[src/rtl/bits_pkg.sv]
// Shared constants and tag type for the bit-extraction request scheduler.
// Tags carry enough context to route and validate each delayed datapath response.
package bits_pkg;

  localparam int WORD_BITS = 32;
  localparam int LEN_W     = 4;
  localparam int MAX_LEN   = 15;
  localparam int DATA_W    = 15;
  localparam int FILL_W    = 11;
  // Sized for the largest supported consumer count (8)
  localparam int TAG_IDX_W = 3;

  typedef struct packed {
    logic                 valid;
    logic [TAG_IDX_W-1:0] idx;
    logic [LEN_W-1:0]     len;
  } tag_t;

  localparam tag_t TAG_IDLE = '{valid: 1'b0, idx: {TAG_IDX_W{1'b0}}, len: {LEN_W{1'b0}}};

endpackage

[src/rtl/bits_req_sched_if.sv]
// Bundle of writer, consumer and datapath signals around the request scheduler.
// slave is the scheduler's view; master is the view of everything around it.
interface bits_req_sched_if #(
  parameter int NREQ = 4
);
  import bits_pkg::*;

  logic                    wr_valid;
  logic                    wr_ready;
  logic                    pushin;
  logic [NREQ-1:0]         req_valid;
  logic [LEN_W*NREQ-1:0]   req_len;
  logic [NREQ-1:0]         req_gnt;
  logic                    reqin;
  logic [LEN_W-1:0]        reqlen;
  logic                    pushout;
  logic [LEN_W-1:0]        lenout;
  logic [DATA_W-1:0]       dataout;
  logic [NREQ-1:0]         rsp_valid;
  logic [LEN_W-1:0]        rsp_len;
  logic [DATA_W-1:0]       rsp_data;
  logic [FILL_W-1:0]       fill_bits;
  logic                    proto_err;

  modport master (
    output wr_valid, req_valid, req_len, pushout, lenout, dataout,
    input  wr_ready, pushin, req_gnt, reqin, reqlen, rsp_valid, rsp_len, rsp_data,
    input  fill_bits, proto_err
  );

  modport slave (
    input  wr_valid, req_valid, req_len, pushout, lenout, dataout,
    output wr_ready, pushin, req_gnt, reqin, reqlen, rsp_valid, rsp_len, rsp_data,
    output fill_bits, proto_err
  );

endinterface

[src/rtl/bits_rr_arb.sv]
// Round-robin picker: first eligible consumer at or after the pointer wins.
// Produces one-hot grant, its encoded index and the pointer for the next cycle.
module bits_rr_arb #(
  parameter int NREQ  = 4,
  parameter int IDX_W = 2
) (
  input  logic [NREQ-1:0]  elig,
  input  logic [IDX_W-1:0] ptr,
  output logic [NREQ-1:0]  gnt,
  output logic [IDX_W-1:0] idx,
  output logic             any,
  output logic [IDX_W-1:0] ptr_next
);

  // Wraps base+off into 0..NREQ-1; both operands are already below NREQ.
  function automatic int wrap_idx(input int base, input int off);
    int sum_v;
    sum_v = base + off;
    return (sum_v >= NREQ) ? (sum_v - NREQ) : sum_v;
  endfunction

  // Rotating priority search; each slot is visited once so grant stays one-hot.
  always_comb begin
    int  k_v;
    logic hit_v;
    gnt = {NREQ{1'b0}};
    idx = {IDX_W{1'b0}};
    any = 1'b0;
    for (int j = 0; j < NREQ; j++) begin
      k_v    = wrap_idx(int'(ptr), j);
      hit_v  = ~any & elig[k_v];
      gnt[k_v] = hit_v;
      idx    = hit_v ? IDX_W'(k_v) : idx;
      any    = any | hit_v;
    end
  end

  // Pointer advances past the winner, holds when nobody is granted.
  always_comb begin
    ptr_next = ptr;
    if (any) begin
      ptr_next = IDX_W'(wrap_idx(int'(idx), 1));
    end else begin
      ptr_next = ptr;
    end
  end

endmodule

[src/rtl/bits_req_sched.sv]
// Flow control, round-robin grant and response steering for the shared bit FIFO.
// Grants only against bits already registered in the fill count.
module bits_req_sched
  import bits_pkg::*;
#(
  parameter int NREQ     = 4,
  parameter int BUF_BITS = 1024,
  parameter int DP_LAT   = 2
) (
  input logic             clk,
  input logic             rst_n,
  bits_req_sched_if.slave bus
);

  localparam int IDX_W = (NREQ > 1) ? $clog2(NREQ) : 1;
  localparam logic [FILL_W-1:0] WR_LIMIT = FILL_W'(BUF_BITS - WORD_BITS);
  localparam logic [FILL_W-1:0] WORD_INC = FILL_W'(WORD_BITS);

  logic [FILL_W-1:0] fill_r;
  logic [FILL_W-1:0] fill_next_s;
  logic [IDX_W-1:0]  ptr_r;
  logic [IDX_W-1:0]  ptr_next_s;
  logic [IDX_W-1:0]  gnt_idx_s;
  logic [NREQ-1:0]   elig_s;
  logic [NREQ-1:0]   gnt_s;
  logic [NREQ-1:0]   rsp_onehot_s;
  logic [NREQ-1:0]   rsp_valid_r;
  logic              gnt_any_s;
  logic              wr_ready_s;
  logic              pushin_s;
  logic              rsp_fire_s;
  logic              perr_set_s;
  logic              perr_r;
  logic [LEN_W-1:0]  reqlen_s;
  logic [LEN_W-1:0]  rsp_len_r;
  logic [DATA_W-1:0] rsp_data_r;
  tag_t              head_s;
  tag_t              tail_s;
  tag_t              pipe_r [DP_LAT];

  assign wr_ready_s = (fill_r <= WR_LIMIT);
  assign pushin_s   = bus.wr_valid & wr_ready_s;

  // Eligibility: a word pushed this cycle is not yet readable.
  always_comb begin
    elig_s = {NREQ{1'b0}};
    for (int i = 0; i < NREQ; i++) begin
      elig_s[i] = bus.req_valid[i] & (FILL_W'(bus.req_len[i*LEN_W +: LEN_W]) <= fill_r);
    end
  end

  bits_rr_arb #(
    .NREQ  (NREQ),
    .IDX_W (IDX_W)
  ) u_arb (
    .elig     (elig_s),
    .ptr      (ptr_r),
    .gnt      (gnt_s),
    .idx      (gnt_idx_s),
    .any      (gnt_any_s),
    .ptr_next (ptr_next_s)
  );

  // Granted length mux, zero when nothing is granted.
  always_comb begin
    reqlen_s = {LEN_W{1'b0}};
    for (int i = 0; i < NREQ; i++) begin
      reqlen_s = reqlen_s | (gnt_s[i] ? bus.req_len[i*LEN_W +: LEN_W] : {LEN_W{1'b0}});
    end
  end

  assign fill_next_s = fill_r + (pushin_s ? WORD_INC : {FILL_W{1'b0}}) - FILL_W'(reqlen_s);

  // Tag entering the in-flight pipe this cycle.
  always_comb begin
    head_s       = TAG_IDLE;
    head_s.valid = gnt_any_s;
    head_s.idx   = TAG_IDX_W'(gnt_idx_s);
    head_s.len   = reqlen_s;
  end

  assign tail_s     = pipe_r[DP_LAT-1];
  assign rsp_fire_s = bus.pushout & tail_s.valid;
  assign perr_set_s = (bus.pushout != tail_s.valid) | (bus.pushout & (bus.lenout != tail_s.len));

  // Decode the tail owner into a per-consumer response strobe.
  always_comb begin
    rsp_onehot_s = {NREQ{1'b0}};
    for (int i = 0; i < NREQ; i++) begin
      rsp_onehot_s[i] = (tail_s.idx == TAG_IDX_W'(i));
    end
  end

  // Fill counter and round-robin pointer.
  always_ff @(posedge clk or negedge rst_n) begin
    if (!rst_n) begin
      fill_r <= {FILL_W{1'b0}};
      ptr_r  <= {IDX_W{1'b0}};
    end else begin
      fill_r <= fill_next_s;
      ptr_r  <= ptr_next_s;
    end
  end

  // In-flight tag pipe; the tail lines up with the datapath's pushout.
  always_ff @(posedge clk or negedge rst_n) begin
    if (!rst_n) begin
      for (int i = 0; i < DP_LAT; i++) begin
        pipe_r[i] <= TAG_IDLE;
      end
    end else begin
      pipe_r[0] <= head_s;
      for (int i = 1; i < DP_LAT; i++) begin
        pipe_r[i] <= pipe_r[i-1];
      end
    end
  end

  // Response register and sticky protocol error.
  always_ff @(posedge clk or negedge rst_n) begin
    if (!rst_n) begin
      rsp_valid_r <= {NREQ{1'b0}};
      rsp_len_r   <= {LEN_W{1'b0}};
      rsp_data_r  <= {DATA_W{1'b0}};
      perr_r      <= 1'b0;
    end else begin
      if (rsp_fire_s) begin
        rsp_valid_r <= rsp_onehot_s;
        rsp_len_r   <= bus.lenout;
        rsp_data_r  <= bus.dataout;
      end else begin
        rsp_valid_r <= {NREQ{1'b0}};
      end
      perr_r <= perr_r | perr_set_s;
    end
  end

  assign bus.wr_ready  = wr_ready_s;
  assign bus.pushin    = pushin_s;
  assign bus.req_gnt   = gnt_s;
  assign bus.reqin     = gnt_any_s;
  assign bus.reqlen    = reqlen_s;
  assign bus.rsp_valid = rsp_valid_r;
  assign bus.rsp_len   = rsp_len_r;
  assign bus.rsp_data  = rsp_data_r;
  assign bus.fill_bits = fill_r;
  assign bus.proto_err = perr_r;

endmodule

[src/flat_wrapper.sv]
// flat-port wrapper written by rule: the top's interface ports become plain ports
module bits_req_sched_flat import bits_pkg::*;
#(
  parameter int NREQ     = 4,
  parameter int BUF_BITS = 1024,
  parameter int DP_LAT   = 2
)
  (clk, rst_n, bus_wr_valid, bus_req_valid, bus_req_len, bus_pushout, bus_lenout, bus_dataout, bus_wr_ready, bus_pushin, bus_req_gnt, bus_reqin, bus_reqlen, bus_rsp_valid, bus_rsp_len, bus_rsp_data, bus_fill_bits, bus_proto_err);
  bits_req_sched_if #(.NREQ(NREQ)) bus_i ();
  input logic clk;
  input logic rst_n;
  input wire logic [$bits(bus_i.wr_valid)-1:0] bus_wr_valid;
  input wire logic [$bits(bus_i.req_valid)-1:0] bus_req_valid;
  input wire logic [$bits(bus_i.req_len)-1:0] bus_req_len;
  input wire logic [$bits(bus_i.pushout)-1:0] bus_pushout;
  input wire logic [$bits(bus_i.lenout)-1:0] bus_lenout;
  input wire logic [$bits(bus_i.dataout)-1:0] bus_dataout;
  output wire logic [$bits(bus_i.wr_ready)-1:0] bus_wr_ready;
  output wire logic [$bits(bus_i.pushin)-1:0] bus_pushin;
  output wire logic [$bits(bus_i.req_gnt)-1:0] bus_req_gnt;
  output wire logic [$bits(bus_i.reqin)-1:0] bus_reqin;
  output wire logic [$bits(bus_i.reqlen)-1:0] bus_reqlen;
  output wire logic [$bits(bus_i.rsp_valid)-1:0] bus_rsp_valid;
  output wire logic [$bits(bus_i.rsp_len)-1:0] bus_rsp_len;
  output wire logic [$bits(bus_i.rsp_data)-1:0] bus_rsp_data;
  output wire logic [$bits(bus_i.fill_bits)-1:0] bus_fill_bits;
  output wire logic [$bits(bus_i.proto_err)-1:0] bus_proto_err;
  assign bus_i.wr_valid = bus_wr_valid;
  assign bus_i.req_valid = bus_req_valid;
  assign bus_i.req_len = bus_req_len;
  assign bus_i.pushout = bus_pushout;
  assign bus_i.lenout = bus_lenout;
  assign bus_i.dataout = bus_dataout;
  assign bus_wr_ready = bus_i.wr_ready;
  assign bus_pushin = bus_i.pushin;
  assign bus_req_gnt = bus_i.req_gnt;
  assign bus_reqin = bus_i.reqin;
  assign bus_reqlen = bus_i.reqlen;
  assign bus_rsp_valid = bus_i.rsp_valid;
  assign bus_rsp_len = bus_i.rsp_len;
  assign bus_rsp_data = bus_i.rsp_data;
  assign bus_fill_bits = bus_i.fill_bits;
  assign bus_proto_err = bus_i.proto_err;
  bits_req_sched #(.NREQ(NREQ), .BUF_BITS(BUF_BITS), .DP_LAT(DP_LAT)) u_core (.clk(clk), .rst_n(rst_n), .bus(bus_i));
endmodule
[config.mk]
export PLATFORM = sky130hd
export DESIGN_NAME = bits_req_sched_flat
export DESIGN_NICKNAME = d
export VERILOG_FILES = /design/src/rtl/bits_pkg.sv /design/src/rtl/bits_req_sched_if.sv /design/src/rtl/bits_rr_arb.sv /design/src/rtl/bits_req_sched.sv /design/src/flat_wrapper.sv
export SDC_FILE = /design/constraint.sdc
export NUM_CORES = 1
export LEC_CHECK = 0
export CAP_MARGIN = 40
export CORE_ASPECT_RATIO = 1.75
export CORE_MARGIN = 2
export CORE_UTILIZATION = 50
export CTS_CLUSTER_SIZE = 40
export DETAILED_ROUTE_END_ITERATION = 8
export PLACE_DENSITY_LB_ADDON = 0.15
export SYNTH_ARGS = -nofsm -noshare
export SYNTH_HDL_FRONTEND = slang
export SYNTH_SLANG_ARGS = --single-unit
[constraint.sdc]
create_clock -name clk -period 8.8 [get_ports clk]
set_clock_uncertainty 0.1 [all_clocks]
set_input_delay 1.76 -clock clk [delete_from_list [all_inputs] [get_ports clk]]
set_output_delay 1.76 -clock clk [all_outputs]
set_load 0.05 [all_outputs]
* After elaboration in Yosys (flattened, before gate mapping) *
Index checks and enable logic that the tools add are counted.

operators by class
  add/subtract/negate cells = 11
  $lt $le $gt $ge = 18
  eq/ne operators = 5
  multiplexer cells = 38
  bitwise logic cells = 22
  reductions and logical operators = 5

operators by type and width
  operator                                                                               number
  32-bit by 1-bit greater-or-equal comparator with 1-bit output (second input constant)  4
  32-bit by 4-bit less-than comparator with 1-bit output (second input constant)         4
  32-bit two-way mux                                                                     4
  4-bit by 11-bit less-or-equal comparator with 1-bit output                             4
  4-bit two-way mux                                                                      5
  4-bit bitwise mux                                                                      3
  3-bit greater-or-equal comparator (second input constant)                              4
  1-bit two-way mux                                                                      12
  4-bit bitwise OR                                                                       3
  3-bit by 3-bit subtractor with 4-bit output (second input constant)                    3
  11-bit adder                                                                           1
  11-bit by 10-bit less-or-equal comparator with 1-bit output (second input constant)    1
  11-bit by 4-bit subtractor with 11-bit output                                          1
  1-bit bitwise AND                                                                      10
  2-bit two-way mux                                                                      5
  1-bit binary-select mux with 2-bit select                                              4
  1-bit demux with 2-bit select                                                          4
  2-bit by 1-bit adder with 3-bit output (second input constant)                         2
  2-bit by 2-bit adder with 3-bit output (second input constant)                         2
  6-bit two-way mux                                                                      1
  1-bit bitwise OR                                                                       5
  4-bit bitwise AND                                                                      1
  2-bit equality test (second input constant)                                            2
  1-bit logical AND                                                                      4
  other kinds (8)                                                                        10

storage, ports and cells
  flip-flop bits (word level) = 51
  bits of input ports = 43
  word-level logic and storage cells = 111

* Longest topological paths before layout *
  depth in word-level cells = 19
  mapped depth = 25

* Hierarchy *
Synthesis repeated with hierarchy kept, for this count alone.

unflattened totals
  cells, all modules = 294
  area, all modules = 3,240.6 um^2

modules (own cells, without submodules)
  module          instances  cells an instance  area each (um^2)
  bits_req_sched  1          236                2,732.6
  bits_rr_arb     1          58                 508.0

* Least setup slack after synthesis *
OpenSTA, ideal clock, no wires.

  path type = input-to-reg
  from = in bus_req_len[3]
  to = reg u_core.fill_r[9], in the netlist u_core.bus.fill_bits[9]
  setup time = 0.080 ns
  data arrival time = 6.006 ns
  data required time = 8.620 ns
  slack = 2.614 ns
  stages on the path = 22
  buffers on the path = 0
  cell sequence = ha_1 -> and4b_1 -> a211oi_2 -> a221oi_1 -> a31oi_1 -> a221o_1 -> o21ai_2 -> a2bb2oi_1 -> nand4_1 -> ha_1 -> inv_1 -> ha_1 -> inv_1 -> fa_1 -> inv_1 -> a21o_1 -> a21oi_1 -> o21bai_1 -> a21o_1 -> a21oi_1 -> o21bai_1 -> xnor2_1

between the ends
  longest elaborated chain between the ends = 19
  elaborated cells between the ends (all ways) = 34

ends and longest elaborated chain
  what                                                            RTL line               source
  from (decl)                                                     flat_wrapper.sv:14     input wire logic [$bits(bus_i.req_len)-1:0] bus_req_len;
  4-bit by 11-bit less-or-equal comparator with 1-bit output (*)  bits_req_sched.sv:48   elig_s[i] = bus.req_valid[i] & (FILL_W'(bus.req_len[i*LEN_W +: LEN_W]) <= fill_r);
  1-bit bitwise AND (*)                                           bits_req_sched.sv:48
  1-bit binary-select mux with 2-bit select                       bits_rr_arb.sv:31      hit_v = ~any & elig[k_v];
  1-bit two-way mux (not written as such) (2 in series)           bits_rr_arb.sv:31
  1-bit inverter                                                  bits_rr_arb.sv:31
  1-bit bitwise AND                                               bits_rr_arb.sv:31
  1-bit bitwise OR                                                bits_rr_arb.sv:34      any = any | hit_v;
  1-bit inverter                                                  bits_rr_arb.sv:31
  [... 3 more ...]                                                --
  1-bit bitwise AND                                               bits_rr_arb.sv:31
  4-bit bitwise mux (*)                                           bits_rr_arb.sv:32      gnt[k_v] = hit_v;
  4-bit two-way mux                                               bits_req_sched.sv:68   reqlen_s = reqlen_s | (gnt_s[i] ? bus.req_len[i*LEN_W +: LEN_W] : {LEN_W{1'b0}});
  4-bit bitwise OR (2 in series)                                  bits_req_sched.sv:68
  4-bit bitwise OR (*)                                            bits_req_sched.sv:68
  net bus_reqlen[0]                                               flat_wrapper.sv:22     output wire logic [$bits(bus_i.reqlen)-1:0] bus_reqlen;
  11-bit by 4-bit subtractor with 11-bit output (*)               bits_req_sched.sv:72   assign fill_next_s = fill_r + (pushin_s ? WORD_INC : {FILL_W{1'b0}}) - FILL_W'(reqlen_s);
  net u_core.fill_next_s[9]                                       bits_req_sched.sv:20   logic [FILL_W-1:0] fill_next_s;
  to (signal assigned)                                            bits_req_sched.sv:97   fill_r <= {FILL_W{1'b0}};
  to (signal assigned)                                            bits_req_sched.sv:100  fill_r <= fill_next_s;
  to (decl)                                                       bits_req_sched.sv:19   logic [FILL_W-1:0] fill_r;

Mark *: on every way through the listed nets, which the timed path passes. The rest lies on a longest branch. The select of a mux whose other input is x is not followed.
A chain may end at the register's enable or synchronous reset.

* Final worst setup path *
  from = in bus_req_len[2]
  to = out bus_reqlen[0]

between the ends
  longest elaborated chain between the ends = 18
  elaborated cells between the ends (all ways) = 33

ends and longest elaborated chain
  what                                                            RTL line
  4-bit by 11-bit less-or-equal comparator with 1-bit output (*)  bits_req_sched.sv:48
  1-bit bitwise AND (*)                                           bits_req_sched.sv:48
  1-bit binary-select mux with 2-bit select                       bits_rr_arb.sv:31
  1-bit two-way mux (not written as such) (2 in series)           bits_rr_arb.sv:31
  1-bit inverter                                                  bits_rr_arb.sv:31
  1-bit bitwise AND                                               bits_rr_arb.sv:31
  1-bit bitwise OR                                                bits_rr_arb.sv:34
  1-bit inverter                                                  bits_rr_arb.sv:31
  1-bit bitwise AND                                               bits_rr_arb.sv:31
  1-bit bitwise OR                                                bits_rr_arb.sv:34
  1-bit inverter                                                  bits_rr_arb.sv:31
  1-bit bitwise AND                                               bits_rr_arb.sv:31
  4-bit bitwise mux (*)                                           bits_rr_arb.sv:32
  4-bit two-way mux                                               bits_req_sched.sv:68
  4-bit bitwise OR (2 in series)                                  bits_req_sched.sv:68
  4-bit bitwise OR (*)                                            bits_req_sched.sv:68
  to (decl)                                                       flat_wrapper.sv:22

Mark *: on every way between the ends. The rest lies on a longest branch, timed or not. The select of a mux whose other input is x is not followed.

==> results.tsv <==
stage	metric	value	unit
clock_tree	clk sinks	51	
placed_design	Port-buffer cells	88	
setup_path	Worst Path Required	6.94	ns
clock_tree	CTS tree	yes	
synth	main combinational cell family by area after synthesis	simple AND/OR/NAND/NOR gates	
flow_run	Max Cap Viol	0	
placed_design	routability congestion estimate	0.907	
grt	largest net degree at the start of global routing	52	
synth	synth warn	0	
floorplan	Die ar.	8120	um2
placed_design	placement-stage cell area	4660	um2
detailed_routing	1st-pass router iterations	4	
grt	vias in the first global route	3255	
synth	Netlist cell types	70	
clock_tree	clk buf depth	2	
final_layout	commonest non-fill, non-tap cells in the layout	clkdlybuf4s50_1, dfrtp_1, ha_1, inv_1, nand4_1	
clock_tree	cts repair resizes	0	
setup_path	endpoint class of the critical path	output port	
grt	first-pass GRT wire length	15400	um
synth	Synth Area in Compound Gates	16.0	%
detailed_routing	met1 WL	3330	um
sta	minimum clock period	7.64	ns
clock_tree	total CTS buffers	5	
synth	multiplexer share of the synthesized area	7.29	%
synth	#FFs+latches synth	51	
sta	max-slew violations	0	
synth	biggest area consumer among synthesized cells	dfrtp_1	
setup_path	WP buf/inv	2	
final_layout	share of cells above drive strength 1	11.8	%
floorplan	DIE HEIGHT	118	um
synth	Synth Area in XOR/XNOR	2.61	%
synth	adder-cell area share of the yosys netlist	16.5	%
synth	EDFF count, synth	0	
floorplan	Initial Util	51.4	%
status	status	finished clean	
detailed_routing	routed length per instance	18.2	um
sta	fmax	131	MHz
setup_path	Worst path slowest cell	clkdlybuf4s50_1	
clock_tree	# hold bufs at CTS	0	
grt	GRT overflow	0	
setup_path	startpoint types	input port	
setup_path	crit-path cells	clkdlybuf4s50_1 -> ha_1 -> and4b_1 -> a211oi_2 -> a221oi_1 -> a31oi_1 -> nand2_1 -> o221ai_1 -> nand4_1 -> nand4_1 -> clkdlybuf4s50_1	
sta	final hold vios	0	
sta	setup TNS	0	ns
setup_path	kind of cell adding the most delay to the critical path	compound AO/OA/AOI/OAI gates	
clock_tree	clk slew on worst S/H paths	0.07	ns
floorplan	row count	41	
final_layout	ANT cells	0	
synth	asr flop ratio synth	100	%
setup_path	crit path max fanout	5	
synth	syn_nets	442	
floorplan	width of the die	69.0	um
detailed_routing	drt drc	0	
detailed_routing	Avg Vias per Cell	5.99	
grt	GRT Overall Usage	25.0	%
final_layout	final net count	532	
grt	initial antenna violation count	0	
sta	RSZ-0062 raised after global routing	no	
setup_path	Crit Path Category	in -> out	
sta	Final Cycle Share	86.8	%
setup_path	Max stage delay on crit path	0.85	ns
worst_hold_path	HP Class	reg -> reg	
detailed_routing	via count	3161	
synth	synth top area cells	dfrtp_1, ha_1, mux2_2	
final_layout	fin area	4830	um2
synth	sequential element share of the synthesized area	34.6	%
detailed_routing	DR iter-0 viols	139	
synth	Cell Area, Synth	3690	um2
detailed_routing	met3 wirelength from detailed routing	551	um
detailed_routing	wire length on met2	5120	um
synth	Cells after Synth	351	
sta	measured slew at the worst slew-check pin	0.667	ns
detailed_routing	final WL	9590	um
placed_design	HPWL after DPL	7630	um
synth	Synth Area in Simple Gates	18.2	%
synth	Most used DFF post-synth	dfrtp_1	
setup_path	Worst Path Arrival	5.78	ns
sta	Setup-failing EPs final	0	
floorplan	IO Pins	89	
synth	Synth Area per Inst	10.5	um2
floorplan	core area	7180	um2
detailed_routing	Max Used Layer	met4	
clock_tree	Root Driver	clkbuf_16	
synth	Yosys top cell area share	34.6	%
final_layout	most common cell after layout, fill and taps aside	clkdlybuf4s50_1	
clock_tree	Post-CTS Setup Inserts	0	
detailed_routing	post-route ant nets	0	
final_layout	synthesis-to-finish area growth	30.9	%
final_layout	final core occ	67.3	%
clock_tree	# H-tree levels	2	
clock_tree	Worst-Skew Late Latency	0.29	ns
sta	relative slew slack	55.2	%
==> worst paths after layout <==
kind / slack [ns] / from / endpoint / cells after the start
worst min-delay path: 0.25 / u_core.pipe_r[8] / u_core.pipe_r[0] / 0
worst max register to register: 2.96 / u_core.ptr_r[0] / u_core.bus.fill_bits[10] / 20
min in group asynchronous: 1.48 / rst_n / u_core.bus.fill_bits[8] / 2
worst max-delay path: 1.16 / bus_req_len[2] / bus_reqlen[0] / 11
worst min register to register: 0.25 / u_core.pipe_r[8] / u_core.pipe_r[0] / 0
max in group asynchronous: 6.70 / rst_n / u_core.bus.rsp_data[13] / 2
==> routing by layer <==
layer	up-vias	track usage, %
met5	-	0
met4	0	16.2
met3	34	3.44
met2	152	44.1
met1	1487	25.9
li1	1488	-
==> logic make-up (layout without fill, tap and decap cells) <==
logic type | Yosys count | in the layout
AND/OR/NAND/NOR | 104 | 104
flip-flops | 51 | 51
buffers and inverters | 46 | 137
XOR/XNOR | 11 | 11
multiplexers | 22 | 22
adder cells (fa/ha/maj) | 48 | 48
AO/OA/AOI/OAI | 69 | 69
==> state kept, by name, summed over array words and instances (netlist names) <==
| name | count |
|---|---|
| u_core.ptr_r | 2 |
| u_core.bus.proto_err | 1 |
| u_core.bus.rsp_valid | 4 |
| u_core.bus.fill_bits | 11 |
| u_core.pipe_r | 14 |
| u_core.bus.rsp_data | 15 |
| u_core.bus.rsp_len | 4 |
==> through the flow <==
step           setup WS (ns)  std cells  hold slack [ns]
6_report                1.16        528            0.250
3_3_place_gp            1.44        519            0.233
2_1_floorplan           2.61        351            0.231
4_1_cts                 1.32        528            0.254
5_1_grt                 1.10        528            0.262
3_5_place_dp            1.35        520            0.239
==> synthesized netlist by cell type, types with 2 or more instances <==
master and instances:
o31ai_4 2, nand3_1 2, ha_1 47, a2bb2oi_1 5
mux4_2 2, o21ai_1 2, o21ai_0 4, and3b_1 3
and4_1 3, a21oi_1 5, nor4_2 2, a21o_1 7
nor2_1 11, o211ai_1 3, o221ai_1 2, a211oi_2 2
a31oi_1 4, nand2_1 18, xnor2_1 10, dfrtp_1 51
nand2b_1 5, nand4_1 28, and4b_1 2, inv_1 38
nor3b_1 4, o21bai_1 6, nor4b_1 6, clkbuf_1 4
and3_1 6, nor3_1 2, o22ai_1 2, mux2_2 19
o21ai_2 4, nor2b_1 4
==> area by class of cell <==
cell class	instances	area, um2
clock buffers	5	125
clock inverters	3	43.8
fillers	591	2350
inverters	39	146
multi-input cells	254	2230
flip-flops and latches	51	1280
well taps	86	108
repair buffers	90	898
Power is not shown: default switching activity piles up to over one toggle a cycle in this logic, so the estimate is an artifact.
